$ cat src/rtl/frfb_mem_arb.sv
// ---------------------------------------------------------------------------
// frfb_mem_arb
// Round-robin arbiter that time-shares one external memory address/strobe
// port among NUM_CH streaming framebuffer channels (capture and scan-out
// FIFOs). Each channel keeps its own frame-word counter, base address and
// transfer direction. A frame sync clears that channel's counter.
//
// Ports
//   clk            system clock
//   rst            synchronous, active-high reset
//   sys_init_done  memory ready; new accesses start only while high
//   ch_req         per-channel level request
//   ch_vsync_n     per-channel active-low frame sync (clears counter)
//   ch_grant       one-hot owner of the access in flight, zero when idle
//   ch_done        one-cycle completion pulse for the owning channel
//   sys_addr       memory address (holds its last value while idle)
//   sys_adsn       active-low address strobe, one cycle per access
//   sys_r_wn       1 = read, 0 = write
//   sys_ack        memory handshake: high while busy, low when finished
//   arb_err        sticky ack-timeout flag
//
// Optional build macro FRFB_ARB_TIMEOUT_EN adds an ack watchdog of TMO_CYC
// cycles. When the watchdog expires, the access is aborted and arb_err is set.
// If the macro is not defined, arb_err is tied low and the FSM waits for
// sys_ack indefinitely.
// ---------------------------------------------------------------------------
module frfb_mem_arb #(
  parameter int                         NUM_CH      = 4,
  parameter int                         ADDR_W      = 15,
  parameter int                         FRAME_WORDS = 32768,
  parameter logic [NUM_CH-1:0]          CH_WR_MASK  = 4'b0101,
  parameter logic [NUM_CH*ADDR_W-1:0]   CH_BASE     = '0,
  parameter int                         TMO_CYC     = 255
) (
  input  logic              clk,
  input  logic              rst,
  input  logic              sys_init_done,
  input  logic [NUM_CH-1:0] ch_req,
  input  logic [NUM_CH-1:0] ch_vsync_n,
  output logic [NUM_CH-1:0] ch_grant,
  output logic [NUM_CH-1:0] ch_done,
  output logic [ADDR_W-1:0] sys_addr,
  output logic              sys_adsn,
  output logic              sys_r_wn,
  input  logic              sys_ack,
  output logic              arb_err
);

  localparam int                PW        = (NUM_CH > 1) ? $clog2(NUM_CH) : 1;
  localparam logic [ADDR_W-1:0] LAST_WORD = ADDR_W'(FRAME_WORDS - 1);

  typedef enum logic [1:0] {IDLE, ISSUE, WAIT_HI, WAIT_LO} state_t;

  state_t              state_reg, state_next;
  logic [PW-1:0]       cur_reg, cur_next;
  logic [PW-1:0]       rr_reg, rr_next;
  logic [NUM_CH-1:0]   grant_reg, grant_next;
  logic [NUM_CH-1:0]   done_reg, done_next;
  logic [ADDR_W-1:0]   addr_reg, addr_next;
  logic                adsn_reg, adsn_next;
  logic                rwn_reg, rwn_next;

  logic [NUM_CH*ADDR_W-1:0] cnt_flat;
  logic                sel_found;
  logic [PW-1:0]       sel_idx;
  logic [ADDR_W-1:0]   addr_sel;
  logic                wr_sel;
  logic                fin_ok;     // access completed normally this cycle
  logic                fin_abort;  // access abandoned by the watchdog
  logic                tmo_hit;
  logic [PW-1:0]       cur_inc;

  // First requester at or above the round-robin pointer, with wrap.
  always_comb begin
    int idx;
    sel_found = 1'b0;
    sel_idx   = '0;
    for (int k = 0; k < NUM_CH; k++) begin
      idx = int'(rr_reg) + k;
      if (idx >= NUM_CH) idx = idx - NUM_CH;
      if (!sel_found && ch_req[idx]) begin
        sel_found = 1'b1;
        sel_idx   = PW'(idx);
      end
    end
  end

  always_comb begin
    addr_sel = '0;
    wr_sel   = 1'b0;
    for (int k = 0; k < NUM_CH; k++) begin
      if (sel_idx == PW'(k)) begin
        addr_sel = CH_BASE[k*ADDR_W +: ADDR_W] + cnt_flat[k*ADDR_W +: ADDR_W];
        wr_sel   = CH_WR_MASK[k];
      end
    end
  end

  assign cur_inc = (cur_reg == PW'(NUM_CH - 1)) ? '0 : cur_reg + 1'b1;

  always_comb begin
    state_next = state_reg;
    cur_next   = cur_reg;
    rr_next    = rr_reg;
    grant_next = grant_reg;
    done_next  = '0;
    addr_next  = addr_reg;
    adsn_next  = 1'b1;
    rwn_next   = rwn_reg;
    fin_ok     = 1'b0;
    fin_abort  = 1'b0;
    case (state_reg)
      IDLE: begin
        if (sys_init_done && sel_found) begin
          state_next = ISSUE;
          cur_next   = sel_idx;
          grant_next = NUM_CH'(1) << sel_idx;
          addr_next  = addr_sel;
          rwn_next   = ~wr_sel;
          adsn_next  = 1'b0;
        end
      end
      ISSUE: state_next = WAIT_HI;
      WAIT_HI, WAIT_LO: begin
        if (tmo_hit) begin
          fin_abort = 1'b1;
        end else if (state_reg == WAIT_HI) begin
          if (sys_ack) state_next = WAIT_LO;
        end else if (!sys_ack) begin
          fin_ok    = 1'b1;
          done_next = grant_reg;
        end
        if (fin_ok || fin_abort) begin
          state_next = IDLE;
          grant_next = '0;
          rwn_next   = 1'b1;
          rr_next    = cur_inc;
        end
      end
      default: state_next = IDLE;
    endcase
  end

  always_ff @(posedge clk) begin
    if (rst) begin
      state_reg <= IDLE;
      cur_reg   <= '0;
      rr_reg    <= '0;
      grant_reg <= '0;
      done_reg  <= '0;
      addr_reg  <= '0;
      adsn_reg  <= 1'b1;
      rwn_reg   <= 1'b1;
    end else begin
      state_reg <= state_next;
      cur_reg   <= cur_next;
      rr_reg    <= rr_next;
      grant_reg <= grant_next;
      done_reg  <= done_next;
      addr_reg  <= addr_next;
      adsn_reg  <= adsn_next;
      rwn_reg   <= rwn_next;
    end
  end

  // Per-channel frame counters. A frame sync seen while the channel owns the
  // bus is remembered in pend_reg so that it still wins over the increment at
  // completion, even if the sync pulse has ended by then.
  for (genvar gi = 0; gi < NUM_CH; gi++) begin : g_ch
    logic [ADDR_W-1:0] cnt_reg;
    logic              pend_reg;

    always_ff @(posedge clk) begin
      if (rst) begin
        cnt_reg  <= '0;
        pend_reg <= 1'b0;
      end else if (grant_reg[gi]) begin
        if (fin_ok || fin_abort) begin
          pend_reg <= 1'b0;
          if (pend_reg || !ch_vsync_n[gi]) cnt_reg <= '0;
          else if (fin_ok)                 cnt_reg <= (cnt_reg == LAST_WORD) ? '0 : cnt_reg + 1'b1;
        end else if (!ch_vsync_n[gi]) begin
          pend_reg <= 1'b1;
        end
      end else begin
        pend_reg <= 1'b0;
        if (!ch_vsync_n[gi]) cnt_reg <= '0;
      end
    end

    assign cnt_flat[gi*ADDR_W +: ADDR_W] = cnt_reg;
  end

`ifdef FRFB_ARB_TIMEOUT_EN
  // Counts cycles spent waiting on sys_ack. It restarts for every access.
  logic [15:0] wdog_reg;
  logic        err_reg;

  assign tmo_hit = (state_reg == WAIT_HI || state_reg == WAIT_LO) &&
                   (wdog_reg == 16'(TMO_CYC - 1));

  always_ff @(posedge clk) begin
    if (rst) begin
      wdog_reg <= '0;
      err_reg  <= 1'b0;
    end else begin
      if (state_reg == WAIT_HI || state_reg == WAIT_LO) wdog_reg <= wdog_reg + 1'b1;
      else                                             wdog_reg <= '0;
      if (fin_abort) err_reg <= 1'b1;
    end
  end

  assign arb_err = err_reg;
`else
  assign tmo_hit = 1'b0;
  assign arb_err = 1'b0;
`endif

  assign ch_grant = grant_reg;
  assign ch_done  = done_reg;
  assign sys_addr = addr_reg;
  assign sys_adsn = adsn_reg;
  assign sys_r_wn = rwn_reg;

endmodule

$ cat config.mk
export PLATFORM = sky130hd
export DESIGN_NAME = frfb_mem_arb
export DESIGN_NICKNAME = d
export VERILOG_FILES = /design/src/rtl/frfb_mem_arb.sv
export SDC_FILE = /design/constraint.sdc
export NUM_CORES = 1
export LEC_CHECK = 0
export CAP_MARGIN = 10
export CORE_ASPECT_RATIO = 1.1
export CORE_UTILIZATION = 30
export CTS_BUF_LIST = sky130_fd_sc_hd__clkbuf_4
export CTS_CLUSTER_DIAMETER = 80
export DETAILED_ROUTE_END_ITERATION = 10
export DONT_BUFFER_PORTS = 1
export GPL_ROUTABILITY_DRIVEN = 0
export PLACE_DENSITY = 0.54
export SYNTH_ARGS = -nofsm -noshare
export SYNTH_HDL_FRONTEND = slang
export SYNTH_SLANG_ARGS = --single-unit
$ cat constraint.sdc
create_clock -name clk -period 4.3 [get_ports clk]
set_clock_uncertainty 0.15 [all_clocks]
set_input_delay 0.645 -clock clk [delete_from_list [all_inputs] [get_ports clk]]
set_output_delay 0.645 -clock clk [all_outputs]
set_load 0.03 [all_outputs]
==> flow_summary_export.csv, run 1 <==
group,metric,value,unit
critical_path,path_cells,"o2111ai_1 > nand2_1 > or3_1 > a21oi_1",
timing,setup_viol,0,
detailed_routing,wl_per_cell,17.5,um
finish,final_area,0.00489,mm2
synth,synth_edf_count,0,
pwr,power,1.58,mW
synth,synth.most_common_cell,"dfxtp_1",
die,dieArea,0.0158,mm2
finish,largest_reg_flops,60,
timing,hold_viol,0,
finish,final_nets,535,
timing,fin_setup_tns,0,ps
place,io_buffer_count,0,
hold_path,hold_class,"primary input to flop",
die,die_w,120,um
synth,seq_area_frac_synth,0.414,
die,start_util,0.307,
critical_path,reg2reg_from,"rr_reg[0]$_SDFFE_PP0P_",
timing,worst_pin_slew,1140,ps
finish,multi_input_area,0.00255,mm2
global_route,antenna_found_initial,0,
die,die_h,132,um
timing,rsz0062_at_grt,"no",
global_route,grt_overflow_total,0,
clock_network,numCtsBuffers,9,
detailed_routing,ant_nets,0,
pwr,clock_power_share,0.341,
synth,synth_top_area_frac,0.414,
synth,synthesis.nets,548,
critical_path,endpoint_kind,"flop",
pwr,ir_drop,0.147,mV
synth,syn_inst,531,
pwr,seqPwrFrac,0.587,
critical_path,path_class,"flop to flop",
flow_run,maxCapViolCount,0,
run_status,status,"finished clean",
critical_path,critical_path.slowest_cell,"o2111ai_1",
finish,area_growth,6.34,%
detailed_routing,vias,3769,
synth,synth-main-ff-cell,"dfxtp_1",
finish,fillers,1584,
timing,final_max_slew_viol_count,0,
global_route,grt_start_max_net_pins,42,
synth,syn_area,0.00460,mm2
critical_path,crit_fanout,15,
detailed_routing,first_pass_iters,5,
clock_network,post_cts_resized,0,
hold_path,hold_path.startpoint,"rst",
critical_path,critPathLaunch,"rr_reg[0]$_SDFFE_PP0P_",
clock_network,cts_sinks,95,
clock_network,cts.clk_slew.worst_paths,150,ps
critical_path,required,4580,ps
clock_network,post_cts.repair.setup_buffers,0,
pwr,power_leakage,1.64,nW
pwr,power_per_cell_area,323,mW/mm2
synth,ys_ff_latch,95,
pwr,power.net_switching,410,uW
critical_path,worst_setup_path_start_kind,"flop",
place,placedInstanceArea,0.00474,mm2
detailed_routing,avgViaCountPerCell,5.24,
finish,layout-drive-gt1-share,0.0556,
critical_path,arrival,2880,ps
clock_network,clk_latency,480,ps
synth,yosys.area.top_type,"dfxtp_1",
timing,max_freq,384,MHz
global_route,grt_pass1_vias,3558,
global_route,grt_usage,0.166,
synth,yosys-top-cells-area,"dfxtp_1, nor2_1, xor2_1",
pwr,internal_power,1.17,mW
clock_network,clockBufferDepth,2,
die,core,0.0150,mm2
die,io_pins,38,
timing,fin_crit_sh,0.606,
clock_network,root_buffer,"clkbuf_4",
clock_network,htree_levels,3,
detailed_routing,route.detailed.drc,0,
timing,min_period,2600,ps
synth,synth.avg_cell_area,8.66,um2
pwr,switching_share,0.260,
synth,yosysUniqueCellTypes,57,
die,num_rows,47,
timing,maxSlewHeadroom,0.239,
clock_network,cts_hold_buf,0,
synth,synth_warnings,0,
critical_path,slowest_delay,780,ps
detailed_routing,totalWireLength,12600,um
clock_network,cts_tree,"yes",
detailed_routing,drtIter0Drc,275,
place,hpwl,9200,um
finish,seqCellArea,0.00190,mm2
pwr,p_comb_frac,0.072,
synth,ys_top_cells_by_count,"dfxtp_1, nor2_1, nand2_1",
global_route,grt_pass1_wl,20200,um
synth,async_reset_ff_frac,0,
## layout make-up
type | instances | share of cell area
inverter | 10 | 0.00768
clock inverter | 5 | 0.0151
multi-input combinational | 401 | 0.521
sequential | 95 | 0.389
tap | 196 | 0.0502
clock buffer | 10 | 0.0154
antenna | 1 | 0.000512
timing repair buffer | 1 | 0.00154
## layer usage
layer | routed length (um) | vias to the layer above | GRT usage | part of all wire
met5 | 0 | - | 0 | 0
met4 | 225 | 0 | 0.0632 | 0.018
met3 | 599 | 20 | 0.0337 | 0.048
met2 | 6170 | 77 | 0.275 | 0.49
met1 | 5600 | 1791 | 0.209 | 0.44
li1 | - | 1881 | - | -
## critical path: cells and delay by family, from the launching register on
family | cells | cell delay (ps)
DFF | 1 | 400
AOI/OAI and AO/OA | 2 | 920
and+or+nand+nor | 2 | 1090
## kinds of logic after synthesis
logic type / after synthesis / share of synthesized area
buffers and inverters: 35 / 0.0327
AOI/OAI and AO/OA: 96 / 0.147
adders and majority gates: 5 / 0.0136
xor gates and xnor gates: 47 / 0.0895
muxes: 12 / 0.0267
DFF: 95 / 0.414
other: 1 / 0.000816
and+or+nand+nor: 240 / 0.276
## worst paths after layout
path / slack (ps) / cells after the start / end
min: 70 / 1 / ch_grant[0]$_SDFFE_PP0P_
min reg2reg: 350 / 2 / g_ch[2].cnt_reg[1]$_SDFFE_PP0P_
max reg2reg: 1700 / 4 / ch_grant[0]$_SDFFE_PP0P_
max: 1700 / 4 / ch_grant[0]$_SDFFE_PP0P_
## layout by cell type, fill, tap and decap left out, types with 4 or more instances in the layout
cell type and count:
a21o_1 4, or3_1 6, o21ai_0 8, clkbuf_4 10, ha_1 5, xnor2_1 19, nand3_1 26, nand2b_1 10
a211oi_1 12, mux2i_1 10, nor3_1 8, and4_1 6, inv_1 10, a21oi_1 24, a31oi_1 4, o221ai_1 17
and3_1 17, xor2_1 28, dfxtp_1 95, nand4_1 16, o21ai_1 9, nand2_1 42, nor2_1 68, nand3b_1 16
## per-stage QoR
stage          hold slack [ps]  utilization  setup WS (ps)  std cells
2_1_floorplan              306            -           2230        531
3_3_place_gp               331        0.316           1520        703
3_5_place_dp               341        0.316           1380        703
4_1_cts                   37.3        0.326           1680        718
5_1_grt                   31.4        0.326           1410        718
6_report                  66.7        0.326           1700        719
## power groups by stage
stage	Combinational, mW	Clock (mW)	Sequential, mW
after global routing	0.125	0.590	0.931
after detailed placement	0.114	0	0.948
after floorplan	0.0955	0	0.940
final	0.113	0.539	0.928
after global placement	0.111	0	0.948
after CTS	0.114	0.553	0.929
Power figures use the tool's default switching activity.
==> run 2, diff against run 1 <==
clock period = 2.5 ns   (was 4.3 ns; I/O delays follow)
==> flow_summary_export.csv, run 2 (synthesis results as in run 1) <==
group,metric,value,unit
run_status,status,"finished clean",
pwr,switching_share,0.268,
flow_run,maxCapViolCount,0,
place,hpwl,9390,um
finish,fillers,1559,
clock_network,numCtsBuffers,9,
detailed_routing,vias,3921,
timing,hold-worst-slack,52.9,ps
pwr,clock_power_share,0.300,
finish,final_util,0.336,
die,die_w,120,um
critical_path,path_class,"flop to flop",
finish,final_area,0.00503,mm2
detailed_routing,avgViaCountPerCell,5.33,
global_route,grt_usage,0.165,
timing,min_period,2260,ps
timing,final_max_slew_viol_count,0,
pwr,internal_power,1.91,mW
place,placedInstanceArea,0.00483,mm2
detailed_routing,drtIter0Drc,307,
die,die_h,132,um
pwr,ir_drop,0.195,mV
pwr,seqPwrFrac,0.608,
critical_path,critPathLaunch,"rr_reg[1]$_SDFFE_PP0P_",
clock_network,cts_sinks,95,
critical_path,endpoint_kind,"flop",
pwr,power.net_switching,700,uW
timing,fin_crit_sh,0.905,
clock_network,clk_latency,470,ps
timing,fin_setup_tns,0,ps
timing,hold_viol,0,
detailed_routing,route.detailed.drc,0,
pwr,power_leakage,1.72,nW
place,dp_slack,280,ps
clock_network,htree_levels,3,
finish,area_growth,9.50,%
finish,seqCellArea,0.00190,mm2
finish,multi_input_area,0.00255,mm2
finish,layout-drive-gt1-share,0.0722,
critical_path,reg2reg_from,"rr_reg[1]$_SDFFE_PP0P_",
pwr,power,2.61,mW
hold_path,hold_class,"primary input to flop",
pwr,power_per_cell_area,518,mW/mm2
global_route,grt_start_max_net_pins,40,
clock_network,cts.clk_slew.worst_paths,140,ps
hold_path,hold_path.startpoint,"rst",
global_route,grt_pass1_wl,20100,um
finish,largest_reg_flops,60,
critical_path,required,2730,ps
global_route,grt_overflow_total,0,
clock_network,cts_tree,"yes",
detailed_routing,ant_nets,0,
die,io_pins,38,
global_route,grt_pass1_vias,3615,
critical_path,worst_setup_path_start_kind,"flop",
clock_network,root_buffer,"clkbuf_4",
detailed_routing,first_pass_iters,4,
die,num_rows,47,
critical_path,arrival,2500,ps
die,start_util,0.307,
detailed_routing,wl_per_cell,17.4,um
clock_network,post_cts_resized,0,
clock_network,clockBufferDepth,2,
clock_network,post_cts.repair.setup_buffers,0,
die,core,0.0150,mm2
timing,final.setup.worst_slack,237,ps
detailed_routing,totalWireLength,12800,um
finish,final_nets,556,
timing,setup_viol,0,
place,dp.cells,715,
timing,max_freq,442,MHz
pwr,p_comb_frac,0.092,
finish,final_common_cell,"dfxtp_1",
timing,maxSlewHeadroom,0.211,
finish,instances_no_fill,736,
global_route,antenna_found_initial,0,
timing,rsz0062_at_grt,"no",
finish,diodes,0,
die,dieArea,0.0158,mm2
finish,final_cell_mix,"dfxtp_1, nor2_1, nand2_1",
timing,worst_pin_slew,1180,ps
place,io_buffer_count,0,
critical_path,crit_fanout,12,
## run 2: cell count changes in the layout (fill, tap and decap cells not counted), sizes merged
cell         before  now
clkinv            3    2
diode             1    0
clkbuf           10    9
buf               1   14
bufinv            2    1
dlygate4sd3       0    8
## run 2: worst paths after layout
| path | endpoint | slack, ps | depth (start not counted) |
|---|---|---|---|
| max | sys_addr[7]$_SDFFE_PP0P_ | 240 | 5 |
| min | sys_adsn$_SDFF_PP1_ | 50 | 3 |
| max reg2reg | sys_addr[7]$_SDFFE_PP0P_ | 240 | 5 |
| min reg2reg | g_ch[2].cnt_reg[1]$_SDFFE_PP0P_ | 360 | 2 |
## run 2: routing by layer
metal,global-route usage,up-vias,part of all wire
met2,0.273,78,0.49
met3,0.0324,22,0.043
li1,-,1931,-
met5,0,-,0
met4,0.0826,0,0.028
met1,0.203,1890,0.44
## run 2: worst max-delay path, cell delays in order (launching register included)
cell and delay [ps]:
dfxtp_1 390, inv_1 110, a21oi_1 70, o221ai_1 920, o221ai_1 330, o21ai_1 210
## run 2: power groups by stage
stage / Sequential, mW / Combinational [mW] / Clock (mW)
2_1_floorplan: 1.62 / 0.164 / 0
3_3_place_gp: 1.62 / 0.213 / 0
3_5_place_dp: 1.62 / 0.218 / 0
4_1_cts: 1.59 / 0.242 / 0.808
5_1_grt: 1.59 / 0.263 / 0.871
6_report: 1.59 / 0.241 / 0.782
## run 2: final cells by class
class                           instances  area share
Tap cell                              196      0.0487
Clock inverter                          3     0.00770
Clock buffer                            9      0.0134
Sequential cell                        95       0.378
Multi-Input combinational cell        401       0.506
Inverter                               10     0.00746
Timing Repair Buffer                   22      0.0393
## run 2: timing repair
| action | 4_1_cts | 5_1_grt |
|---|---|---|
| hold endpoints to repair | 45 | 0 |
| setup endpoints to repair | 0 | 0 |
| hold buffers | 9 | 0 |
==> run 3, diff against run 2 <==
CTS_BUF_LIST = not set   (was sky130_fd_sc_hd__clkbuf_4)
==> flow_summary_export.csv, run 3 (synthesis results as in run 1) <==
group,metric,value,unit
clock_network,htree_levels,3,
clock_network,cts_hold_buf,1,
timing,min_period,2270,ps
detailed_routing,first_pass_iters,6,
place,io_buffer_count,0,
finish,layout-drive-gt1-share,0.0733,
global_route,antenna_found_initial,0,
clock_network,numCtsBuffers,9,
detailed_routing,route.detailed.drc,0,
finish,instances_no_fill,728,
detailed_routing,totalWireLength,12800,um
detailed_routing,drtIter0Drc,329,
finish,diodes,0,
finish,final_util,0.341,
global_route,grt_usage,0.166,
critical_path,crit_fanout,12,
timing,hold_viol,0,
finish,largest_reg_flops,60,
place,dp.cells,715,
finish,final_cell_mix,"dfxtp_1, nor2_1, nand2_1",
critical_path,worst_setup_path_start_kind,"flop",
hold_path,hold_depth,2,
clock_network,cts_sinks,95,
die,core,0.0150,mm2
critical_path,required,2620,ps
clock_network,clk_latency,350,ps
global_route,grt_pass1_vias,3589,
timing,fin_crit_sh,0.906,
finish,final_common_cell,"dfxtp_1",
timing,maxSlewHeadroom,0.185,
pwr,ir_drop,0.372,mV
critical_path,path_class,"flop to flop",
critical_path,arrival,2380,ps
detailed_routing,avgViaCountPerCell,5.35,
detailed_routing,ant_nets,0,
pwr,power_leakage,1.75,nW
detailed_routing,wl_per_cell,17.6,um
clock_network,cts.clk_slew.worst_paths,60,ps
clock_network,clockBufferDepth,2,
place,hpwl,9390,um
clock_network,root_buffer,"clkbuf_16",
hold_path,hold_class,"primary input to flop",
pwr,power_per_cell_area,619,mW/mm2
global_route,grt_pass1_wl,20100,um
die,die_h,132,um
global_route,grt_overflow_total,0,
die,io_pins,38,
timing,setup_viol,0,
die,dieArea,0.0158,mm2
finish,area_growth,11.2,%
timing,fin_setup_tns,0,ps
global_route,grt_start_max_net_pins,24,
detailed_routing,vias,3897,
die,die_w,120,um
timing,worst_pin_slew,1220,ps
critical_path,endpoint_kind,"flop",
clock_network,post_cts_resized,0,
run_status,status,"finished clean",
clock_network,post_cts.repair.setup_buffers,0,
die,num_rows,47,
die,start_util,0.307,
timing,rsz0062_at_grt,"no",
critical_path,worstRegToRegCells,5,
finish,final_nets,548,
clock_network,cts_tree,"yes",
flow_run,maxCapViolCount,0,
timing,final_max_slew_viol_count,0,
timing,max_freq,441,MHz
==> run 3: metal layers <==
layer | wire length, um | up-vias | track usage
met5 | 0 | - | 0
met4 | 410 | 0 | 0.0903
met3 | 578 | 23 | 0.0290
met2 | 6250 | 97 | 0.273
met1 | 5590 | 1872 | 0.203
li1 | - | 1905 | -
==> run 3: through the flow <==
step                      cell area, um2  total power, mW  hold WS [ps]  setup WS [ps]
final                               5110             3.16          21.5            235
after global routing                5110             3.28          18.1           99.4
after CTS                           5110             3.18          11.8            258
after detailed placement            4830             1.84           301            280
after global placement              4830             1.83           298            416
after floorplan                     4600             1.78           306            478
==> run 3: worst max-delay path: stages (launching register included) <==
cell and delay (ps):
dfxtp_1 370, inv_1 110, a21oi_1 70, o221ai_1 940, o221ai_1 330, o21ai_1 210
==> run 3: worst paths after layout <==
kind	to	slack, ps	start
worst min-delay path	state_reg[0]$_SDFFE_PP0P_	20	sys_ack
worst max-delay path	sys_addr[7]$_SDFFE_PP0P_	230	rr_reg[1]$_SDFFE_PP0P_
worst max register to register	sys_addr[7]$_SDFFE_PP0P_	230	rr_reg[1]$_SDFFE_PP0P_
worst min register to register	g_ch[2].cnt_reg[1]$_SDFFE_PP0P_	350	g_ch[2].cnt_reg[1]$_SDFFE_PP0P_
==> run 3: cell type report <==
class                   instances  area, um2
well taps                     196        245
clock inverters                 2       35.0
fillers                      1547       9880
repair buffers                 14        108
inverters                      10       37.5
multi-input cells             401       2550
flip-flops and latches         95       1900
clock buffers                  10        239
==> run 3: power breakdown <==
part | switching (mW) | internal [mW] | total, mW
Combinational | 0.142 | 0.0819 | 0.224
Sequential | 0.0490 | 1.54 | 1.59
Clock | 0.572 | 0.779 | 1.35
Total | 0.764 | 2.40 | 3.16
